[src/rtl/uart_fifo_pkg.sv]
// rtl/uart_fifo_pkg.sv - shared UART widths and FIFO per-cycle operation encoding
package uart_fifo_pkg;

  localparam int UART_DBIT   = 8;
  localparam int UART_FIFO_W = 4;

  typedef enum logic [1:0] {
    OP_IDLE = 2'b00,
    OP_POP  = 2'b01,
    OP_PUSH = 2'b10,
    OP_BOTH = 2'b11
  } fifo_op_e;

  function automatic fifo_op_e fifo_op(input logic push, input logic pop);
    case ({push, pop})
      2'b10:   return OP_PUSH;
      2'b01:   return OP_POP;
      2'b11:   return OP_BOTH;
      default: return OP_IDLE;
    endcase
  endfunction

endpackage

[src/rtl/fifo_ctrl.sv]
// rtl/fifo_ctrl.sv - FIFO pointers, occupancy, registered empty/full and sticky error flags
module fifo_ctrl
  import uart_fifo_pkg::*;
#(
  parameter int W = UART_FIFO_W
) (
  input  logic         clk,
  input  logic         reset_n,
  input  logic         wr,
  input  logic         rd,
  output logic [W-1:0] wr_addr,
  output logic [W-1:0] rd_addr,
  output logic         wr_en,
  output logic         empty,
  output logic         full,
  output logic [W:0]   count,
  output logic         overflow,
  output logic         underflow
);

  localparam logic [W:0] DEPTH = (W+1)'(1) << W;

  logic [W-1:0] wr_ptr;
  logic [W-1:0] rd_ptr;
  logic         push;
  logic         pop;
  fifo_op_e     op;

  // A write into a full FIFO is still accepted when a pop frees the slot on the same edge.
  assign pop     = rd & ~empty;
  assign push    = wr & (~full | rd);
  assign op      = fifo_op(push, pop);
  assign wr_en   = push;
  assign wr_addr = wr_ptr;
  assign rd_addr = rd_ptr;

  always_ff @(posedge clk or negedge reset_n) begin
    if (!reset_n) begin
      wr_ptr    <= '0;
      rd_ptr    <= '0;
      count     <= '0;
      empty     <= 1'b1;
      full      <= 1'b0;
      overflow  <= 1'b0;
      underflow <= 1'b0;
    end else begin
      if (rd && empty)
        underflow <= 1'b1;
      if (wr && full && !rd)
        overflow <= 1'b1;
      case (op)
        OP_PUSH: begin
          wr_ptr <= wr_ptr + 1'b1;
          count  <= count + 1'b1;
          empty  <= 1'b0;
          full   <= (count == DEPTH - 1'b1);
        end
        OP_POP: begin
          rd_ptr <= rd_ptr + 1'b1;
          count  <= count - 1'b1;
          full   <= 1'b0;
          empty  <= (count == (W+1)'(1));
        end
        OP_BOTH: begin
          wr_ptr <= wr_ptr + 1'b1;
          rd_ptr <= rd_ptr + 1'b1;
        end
        OP_IDLE: begin
        end
      endcase
    end
  end

endmodule

[src/rtl/uart_fifo.sv]
// rtl/uart_fifo.sv - first-word-fall-through byte FIFO between UART and test controller
module uart_fifo
  import uart_fifo_pkg::*;
#(
  parameter int B = UART_DBIT,
  parameter int W = UART_FIFO_W
) (
  input  logic         clk,
  input  logic         reset_n,
  input  logic         wr,
  input  logic [B-1:0] w_data,
  input  logic         rd,
  output logic [B-1:0] r_data,
  output logic         empty,
  output logic         full,
  output logic [W:0]   count,
  output logic         overflow,
  output logic         underflow
);

  logic [B-1:0] mem [0:(1<<W)-1];
  logic [W-1:0] wr_addr;
  logic [W-1:0] rd_addr;
  logic         wr_en;

  fifo_ctrl #(.W(W)) u_ctrl (
    .clk       (clk),
    .reset_n   (reset_n),
    .wr        (wr),
    .rd        (rd),
    .wr_addr   (wr_addr),
    .rd_addr   (rd_addr),
    .wr_en     (wr_en),
    .empty     (empty),
    .full      (full),
    .count     (count),
    .overflow  (overflow),
    .underflow (underflow)
  );

  // Storage is deliberately left out of reset; only the pointers define validity.
  always_ff @(posedge clk) begin
    if (wr_en)
      mem[wr_addr] <= w_data;
  end

  assign r_data = mem[rd_addr];

endmodule
[config.mk]
export PLATFORM = sky130hd
export DESIGN_NAME = uart_fifo
export DESIGN_NICKNAME = d
export VERILOG_FILES = /design/src/rtl/uart_fifo_pkg.sv /design/src/rtl/fifo_ctrl.sv /design/src/rtl/uart_fifo.sv
export SDC_FILE = /design/constraint.sdc
export NUM_CORES = 1
export LEC_CHECK = 0
export ABC_AREA = 1
export BUFFER_PORTS_ARGS = -buffer_cell sky130_fd_sc_hd__buf_4
export CORE_ASPECT_RATIO = 0.75
export CORE_MARGIN = 2
export CORE_UTILIZATION = 55
export CTS_CLUSTER_SIZE = 12
export DETAILED_ROUTE_END_ITERATION = 7
export GPL_TIMING_DRIVEN = 0
export HOLD_SLACK_MARGIN = 0.05
export PLACE_DENSITY = 0.71
export SYNTH_ARGS = -nofsm -noshare
export SYNTH_HDL_FRONTEND = slang
export SYNTH_SLANG_ARGS = --single-unit
[constraint.sdc]
create_clock -name clk -period 1.85 [get_ports clk]
set_input_delay 0.37 -clock clk [delete_from_list [all_inputs] [get_ports clk]]
set_output_delay 0.37 -clock clk [all_outputs]
set_load 0.01 [all_outputs]
; Yosys cells after proc, flatten, opt, wreduce, memory -nomap -nowiden
; Memories as Yosys holds them, arrays and structs flattened.
; Cells that the tools add are included.
[totals]
reg_bits = 17
ramBits = 128
out_inout_bits = 17
wordCells = 38
n_memories = 1
[memory_table]
columns = name, words, word_bits, read_ports, rd_clocked_by_memory_dff, wr, line
row1 = mem, 16, 8, 1, 0, 1, uart_fifo.sv:21  ; logic [B-1:0] mem [0:(1<<W)-1];
[op_classes]
n_addsub = 4
n_eq_ne = 8
n_mux = 6
bitwise = 5
reduce_logical = 7
[ops]
columns = op, count
row1 = one-hot mux 5 bit (2 select lines), 1
row2 = adder 4 x 1 -> 4 bit (second input constant), 2
row3 = == test 2 bit (second input constant), 4
row4 = one-hot mux 2 bit (3 select lines), 1
row5 = adder 5 x 1 -> 5 bit (second input constant), 1
row6 = == test 5 x 1 -> 1 bit (second input constant), 1
row7 = == test 5 x 4 -> 1 bit (second input constant), 1
row8 = subtractor 5 x 1 -> 5 bit (second input constant), 1
row9 = == test 2 x 1 -> 1 bit (second input constant), 2
row10 = one-hot mux 1 bit (2 select lines), 2
row11 = OR reduction 2 bit, 2
row12 = logical AND 1 bit, 3
row13 = AND 1 bit, 2
row14 = 2-to-1 mux 1 bit, 2
row15 = NOT 1 bit, 2
row16 = nonzero test 2 bit, 1
row17 = logical NOT 1 bit, 1
row18 = OR 1 bit, 1

; Longest topological paths before layout
; Gate-level depths: netlist of run 1.
[depth]
word_depth = 7
ltp_mapped = 10
mapped_depth_nobuf = 10

; Hierarchy
; Synthesis of run 1 repeated with hierarchy kept, for this count alone.
[unflattened]
cells_unflattened = 642
area_unflattened_um2 = 6503.7
[by_module_without_submodules]
columns = mod, n_inst, cells_per_inst, area_per_inst_um2
row1 = uart_fifo, 1, 543, 5606.6
row2 = fifo_ctrl, 1, 99, 897.1

; Least setup slack after synthesis of run 1
; Ideal clock, no wire load.
[synth_timing]
kind = register to register
startpoint = register u_ctrl.full
endpoint = register u_ctrl.count[2]
setup_time_ps = 118
t_arrival_ps = 1779
required_time_ps = 1732
path_slack_ps = -47
stages_incl_launch_ff = 10
path_buffers = 0
period_less_slack_ps = 1897
cell_sequence = dfrtp_1 -> inv_1 -> o21ai_0 -> inv_1 -> ha_1 -> inv_1 -> nand2_1 -> o21ai_0 -> xor2_1 -> inv_1
[synth_between]
elab_chain_cells = 7
elab_cells_between_ends = 11
classes_between = eq/ne (5) / mux (2) / bitwise (3) / reduce/logical (1)
[synth_lines]
columns = element, line
row1 = "start, declared", fifo_ctrl.sv:15  ; output logic full,
row2 = "start signal, assigned", fifo_ctrl.sv:56  ; full <= (count == DEPTH - 1'b1);
row3 = NOT 1 bit (*), fifo_ctrl.sv:31  ; assign push = wr & (~full | rd);
row4 = OR 1 bit (*), fifo_ctrl.sv:31
row5 = AND 1 bit (*), fifo_ctrl.sv:31
row6 = == test 2 bit / == test 2 x 1 -> 1 bit (equally long branches), uart_fifo_pkg.sv:15  ; case ({push, pop})
row7 = one-hot mux 2 bit (3 select lines) (*), uart_fifo_pkg.sv:15
row8 = == test 2 x 1 -> 1 bit / == test 2 bit (equally long branches), fifo_ctrl.sv:51  ; case (op)
row9 = one-hot mux 5 bit (2 select lines) / nonzero test 2 bit (equally long branches), -
row10 = "end signal, assigned", fifo_ctrl.sv:54  ; count <= count + 1'b1;
row11 = "end signal, assigned", fifo_ctrl.sv:60  ; count <= count - 1'b1;
row12 = "end, declared", fifo_ctrl.sv:16  ; output logic [W:0] count,
; Mark *: on every way between the ends. The rest lies on a longest branch, timed or not.
; A chain may end at the register's enable or synchronous reset.

; Final worst setup path of run 1
[layout_timing]
startpoint = register u_ctrl.rd_ptr[0] (netlist: u_ctrl.rd_addr[0])
endpoint = output port r_data[2]
[layout_between]
elab_chain_cells = 1
[layout_lines]
columns = element, line
row1 = "start, declared", fifo_ctrl.sv:24  ; logic [W-1:0] rd_ptr;
row2 = "start signal, assigned", fifo_ctrl.sv:59  ; rd_ptr <= rd_ptr + 1'b1;
row3 = "start signal, assigned", fifo_ctrl.sv:66  ; rd_ptr <= rd_ptr + 1'b1;
row4 = memory read (16 x 8 bit), -
row5 = "end, declared", uart_fifo.sv:13  ; output logic [B-1:0] r_data,
; Every way passes these cells.

==> results.cfg, run 1 <==
[outcome]
status = finished, violations left
violations = negative setup slack

[clock_tree]
clockBufferDepth = 2
cts_tree = yes
worstSkewPairLatency_ns = 0.42
htree_levels = 4
clk_pin_slew_worst_paths_ns = 0.06
clock-sinks = 145
root_buffer = clkbuf_16
cts_buffers = 17

[finish]
final_util_pct = 69.3
final_area_sq_um = 8050
layout.nets = 722
layout-drive-gt1-share_pct = 23.1
num_antenna_cells = 0
area_delta_synth_final_pct = 22.9

[yosys]
synthMuxAreaShare_pct = 0
yosys.area_share.simple_pct = 20.1
ys_warn_count = 0
synthAdderAreaFrac_pct = 2.48
synth_cells = 639
avgSynthCellArea_sq_um = 10.2
synth_top_family_by_area = simple AND/OR/NAND/NOR gates
synth-seq-cells = 145
synth_seq_area_share_pct = 65.2
syn_nets = 664
synth_compound_area_share_pct = 1.41
synth_xor_area_share_pct = 0.936
synthDistinctLibCells = 28
syn-cell-area_sq_um = 6550

[sta]
final_hold_viol_count = 0
tightest_slew_ns = 0.552
hold_ws_ns = 0.211
finalSetupViolCount = 8
slew_viol_final = 0
fmax_mhz = 437
rsz0062_at_grt = yes
skew_ns = 0.00598
worst_slack_ns = -0.439
min_period_ns = 2.29
period_share_pct = 124
maxSlewHeadroom_pct = 63.1

[min_path]
worst_hold_path_type = input port to flip-flop
min_from = wr

[global_route]
first_global_vias = 4547
grt_max_degree = 18
grtUsageTotal_pct = 27.5
grt_first_pass_wirelength_microns = 25400
antenna_found_initial = 0
grt-ovfl-total = 0

[floorplan]
core_sq_um = 11600
pin_count = 29
fp.dieW_microns = 130
die_h_microns = 98.5
dieArea_sq_um = 12800
start_util_pct = 56.4
rows = 34

[critical_path]
start_kind = flip-flop
crit_path_end_kind = output port
worstPathRequired_ns = 1.48
setup.worst_path.class = flip-flop to output port
worstReg2RegStart = u_ctrl.full
crit_start = u_ctrl.rd_addr[0]
cp_data_arrival_time_ns = 1.92
cp_max_fo = 6

[route]
drt-initial-drc-count = 652
dr.pass1.iters = 6
wl_per_cell_microns = 18.9
antenna_left = 0
drcViolationCount = 0
vias_per_cell = 5.39
wirelength_microns = 16500
num_vias = 4702

[placement]
io_buffers = 28
dp_hpwl_microns = 10700
finalWeightedCongestion = 0.925
placed_area_sq_um = 6960

[pwr]
p_leak_nw = 3.50
swShare_pct = 38.5
p_clk_share_pct = 25.1
report.power.total_mw = 13.0
seqPwrFrac_pct = 32.5
internal_power_mw = 7.98
p_comb_share_pct = 42.5
power_density_nw_per_um2 = 1610
switching_power_mw = 4.99
ir_drop_v = 0.000917

[job]
drv_cap = 0
-- power groups by stage --
| stage | logic (mW) | clock network, mW | registers [mW] |
|---|---|---|---|
| 2_1_floorplan | 2.62 | 0 | 4.26 |
| 3_3_place_gp | 4.13 | 0 | 4.25 |
| 3_5_place_dp | 4.24 | 0 | 4.28 |
| 4_1_cts | 5.13 | 3.26 | 4.21 |
| 5_1_grt | 5.93 | 3.40 | 4.25 |
| 6_report | 5.51 | 3.25 | 4.21 |
-- cell usage after synthesis, drive strengths merged --
| cell | count | share of area [%] |
|---|---|---|
| a21oi | 3 | 0.23 |
| inv | 133 | 7.6 |
| buf | 23 | 2.0 |
| nand2 | 138 | 7.9 |
| o221ai | 1 | 0.13 |
| dfstp | 1 | 0.40 |
| o211ai | 1 | 0.11 |
| nor3 | 2 | 0.15 |
| ha | 13 | 2.5 |
| nand4 | 3 | 0.29 |
| nand3 | 116 | 8.9 |
| nand3b | 1 | 0.11 |
| xor2 | 7 | 0.94 |
| o21ai | 9 | 0.69 |
| nor2 | 22 | 1.3 |
| clkinv | 2 | 0.11 |
| or2 | 16 | 1.5 |
| a31o | 1 | 0.13 |
| edfxtp | 128 | 59 |
| dfrtp | 16 | 6.1 |
| o21bai | 1 | 0.11 |
| clkbuf | 2 | 0.11 |
-- layout make-up --
type	count	area [sq um]
Buffer	25	253
Fill cell	836	3560
Inverter	135	518
Clock inverter	15	136
Clock buffer	17	425
Multi-Input combinational cell	334	1910
Timing Repair Buffer	39	332
Tap cell	162	203
Sequential cell	145	4270
-- cell families after synthesis --
logic type      Yosys count
compound gates           16
xor+xnor                  7
fa+ha+maj                13
buf+inv                 160
flops                   145
simple gates            298
-- through the flow --
step	TNS, ns	cells	setup WS, ns
2_1_floorplan	0	639	0.0479
3_3_place_gp	-3.91	829	-0.183
3_5_place_dp	-9.15	829	-0.296
4_1_cts	-2.90	871	-0.384
5_1_grt	-5.90	872	-0.494
6_report	-3.07	872	-0.439
-- cells in the final DEF, fill, tap and decap left out, types with 7 or more instances in the layout --
| master | count |
|---|---|
| nand2_1 | 130 |
| inv_1 | 128 |
| edfxtp_1 | 128 |
| nand3_1 | 84 |
| buf_4 | 32 |
| nand3_2 | 31 |
| buf_6 | 17 |
| clkbuf_16 | 17 |
| dfrtp_1 | 16 |
| nor2_2 | 12 |
| ha_1 | 11 |
| nand2_2 | 8 |
| or2_1 | 8 |
| or2_0 | 7 |
| xor2_1 | 7 |
| o21ai_0 | 7 |
-- state kept, by name (all words and copies together) (netlist names) --
signal and flops:
u_ctrl.underflow 1, u_ctrl.wr_addr 4, u_ctrl.rd_addr 4, u_ctrl.count 5, mem 128, u_ctrl.empty 1
u_ctrl.full 1, u_ctrl.overflow 1
-- metal layers --
layer  vias up  track usage [%]  routed length [microns]
li1       2183                -                        -
met1      2295             41.1                     7480
met2       187             40.6                     7380
met3        37             4.61                     1150
met4         0             10.8                      514
met5         -                0                        0
-- worst max-delay path: stages (launching register included) --
cell and delay [ns]:
dfrtp_1 0.39, buf_6 0.15, inv_6 0.07, buf_6 0.11
buf_8 0.11, buf_6 0.12, nand2_2 0.05, nand3_2 0.06
nand3_2 0.11, nand3_2 0.10, nand2_2 0.09, buf_6 0.13
-- what timing repair did --
action                     CTS  global route
hold buffers                 1             0
setup endpoints to repair  108            65
gates resized for setup     91            39
setup buffers                7             1
hold endpoints to repair    16             0
pin swaps                   17             5
gates cloned                 2             0
-- final timing paths --
path	endpoint	cells past startpoint	slack (ns)
min in group asynchronous	u_ctrl.count[4]	2	0.36
setup reg to reg	mem[13][4]	5	0.02
hold reg to reg	u_ctrl.overflow	1	0.48
setup / recovery	r_data[2]	11	-0.44
max in group asynchronous	u_ctrl.empty	2	1.23
hold / removal	u_ctrl.overflow	2	0.21
No activity file was read; power rests on OpenSTA's default activity.
==> run 2, diff against run 1 <==
--- a/config.mk
+++ b/config.mk
@@ -12,9 +12,8 @@
 export CORE_UTILIZATION = 55
 export CTS_CLUSTER_SIZE = 12
 export DETAILED_ROUTE_END_ITERATION = 7
-export GPL_TIMING_DRIVEN = 0
 export HOLD_SLACK_MARGIN = 0.05
-export PLACE_DENSITY = 0.71
+export PLACE_DENSITY = 0.68
 export SYNTH_ARGS = -nofsm -noshare
 export SYNTH_HDL_FRONTEND = slang
 export SYNTH_SLANG_ARGS = --single-unit
==> constraint.sdc (replaced) <==
create_clock -name clk -period 2.6 [get_ports clk]
set_input_delay 0.52 -clock clk [delete_from_list [all_inputs] [get_ports clk]]
set_output_delay 0.52 -clock clk [all_outputs]
set_load 0.01 [all_outputs]
==> run 2 against run 1 <==
Effect of this change:
- the flow now finishes without violations
- critical path type unchanged
- first-iteration DRC count down 37%
- non-clock buffer count decreased by 19
- combinational power is 48% lower
- sequential cell count is the same
- utilization down 3.5 points
==> results.cfg, run 2 (synthesized netlist as in run 1, its figures left out) <==
[critical_path]
worstPathRequired_ns = 2.08
setup.worst_path.class = flip-flop to output port
cp_data_arrival_time_ns = 1.96
crit_path_end_kind = output port
start_kind = flip-flop
cp_max_fo = 39

[route]
vias_per_cell = 5.17
wl_per_cell_microns = 16.8
dr.pass1.iters = 5
num_vias = 4409
antenna_left = 0
wirelength_microns = 14400
drcViolationCount = 0
drt-initial-drc-count = 410

[global_route]
antenna_found_initial = 0
grt-ovfl-total = 0
top_usage_layer = met2
grt_max_degree = 51
grtUsageTotal_pct = 24.3
use_met3_pct = 4.40
first_global_vias = 4293
grt_first_pass_wirelength_microns = 22700
grt_use_met2_pct = 38.7
met1_usage_pct = 33.9

[clock_tree]
cts_buffers = 17
cts_setup_buffers = 0
root_buffer = clkbuf_16
htree_levels = 4
cts_tree = yes
clk_pin_slew_worst_paths_ns = 0.06
clock-sinks = 145
clockBufferDepth = 2
worstSkewPairLatency_ns = 0.41

[sta]
finalSetupViolCount = 0
slew_viol_final = 0
rsz0062_at_grt = no
period_share_pct = 95.4
maxSlewHeadroom_pct = 44.4
setup_tns_ns = 0
tightest_slew_ns = 0.831
final_hold_viol_count = 0
min_period_ns = 2.48
skew_ns = 0.0106
fmax_mhz = 403

[placement]
dp_hpwl_microns = 8900
finalWeightedCongestion = 0.821
io_buffers = 28

[finish]
layout.nets = 703
area_delta_synth_final_pct = 16.6
layout-drive-gt1-share_pct = 11.4
final_common_cell = nand2_1
largest_reg_flops = 128
top_regs = mem: 128 flops, u_ctrl.count: 5 flops
final_util_pct = 65.8
num_antenna_cells = 0
final_cell_mix = nand2_1, inv_1, edfxtp_1
largest-register = mem
fillers = 891

[floorplan]
core_sq_um = 11600
die_h_microns = 98.5
dieArea_sq_um = 12800
rows = 34
start_util_pct = 56.4
fp.dieW_microns = 130
pin_count = 29

[pwr]
report.power.total_mw = 8.56
internal_power_mw = 5.61
p_comb_share_pct = 33.5
p_clk_share_pct = 31.1
power_density_nw_per_um2 = 1120
ir_drop_v = 0.000639
seqPwrFrac_pct = 35.4
swShare_pct = 34.4
p_leak_nw = 3.36
switching_power_mw = 2.95

[outcome]
status = complete, no violations

[job]
drv_cap = 0

[min_path]
worst_hold_path_type = input port to flip-flop
-- run 2: changes by cell type in the layout (fill, tap and decap cells not counted), sizes merged --
| cell | delta |
|---|---|
| clkinv | -6 |
| bufinv | +4 |
| buf | -15 |
| clkinvlp | +1 |
| clkbuf | +1 |
| inv | -4 |
-- run 2: cell type report --
cell class | instances | area, sq um | share of cell area, %
clock buffer | 22 | 464 | 6.08
clock inverter | 10 | 184 | 2.41
inverter | 135 | 512 | 6.70
multi-input combinational | 334 | 1630 | 21.4
sequential | 145 | 4270 | 55.9
tap | 162 | 203 | 2.65
timing repair buffer | 45 | 369 | 4.83
-- run 2: worst paths after layout --
kind	start	slack [ns]	depth (start not counted)	end
worst max-delay path	u_ctrl.rd_addr[0]	0.12	8	r_data[1]
worst min-delay path	wr	0.36	2	u_ctrl.overflow
worst max register to register	u_ctrl.full	0.47	9	u_ctrl.count[2]
worst min register to register	u_ctrl.overflow	0.47	1	u_ctrl.overflow
max in group asynchronous	reset_n	1.82	2	u_ctrl.empty
min in group asynchronous	reset_n	0.52	2	u_ctrl.overflow
-- run 2: per-stage QoR --
step / cell area, sq um / worst slack [ns] / instances / hold WS [ns]
floorplan: 6550 / 0.622 / 639 / 0.224
global placement: 6970 / 0.311 / 820 / 0.402
detailed placement: 6970 / 0.266 / 820 / 0.407
CTS: 7630 / 0.0678 / 853 / 0.354
global route: 7640 / 0.0309 / 853 / 0.354
finish: 7640 / 0.120 / 853 / 0.360
-- run 2: worst max-delay path, cell delays in order, from the launching register on --
cell      delay (ns)
dfrtp_2         0.43
clkinv_2        0.17
buf_12          0.24
nand2_1         0.09
nand3_1         0.09
nand3_1         0.13
nand3_1         0.15
nand2_1         0.08
buf_4           0.15
-- run 2: power groups by stage --
stage	Combinational [mW]	Clock [mW]	Sequential, mW
after floorplan	1.86	0	3.03
after global placement	2.77	0	3.05
after detailed placement	2.82	0	3.07
after CTS	2.86	2.69	3.02
after global routing	3.17	2.80	3.06
final	2.87	2.66	3.03
-- run 2: routing by layer --
layer	up-vias	wire, microns
li1	2134	-
met1	2122	6340
met2	133	6980
met3	20	801
met4	0	247
met5	-	0
-- run 2: timing repair --
action,CTS,global route
gates resized for setup,0,3
hold buffers,1,0
setup endpoints to repair,0,7
hold endpoints to repair,16,0
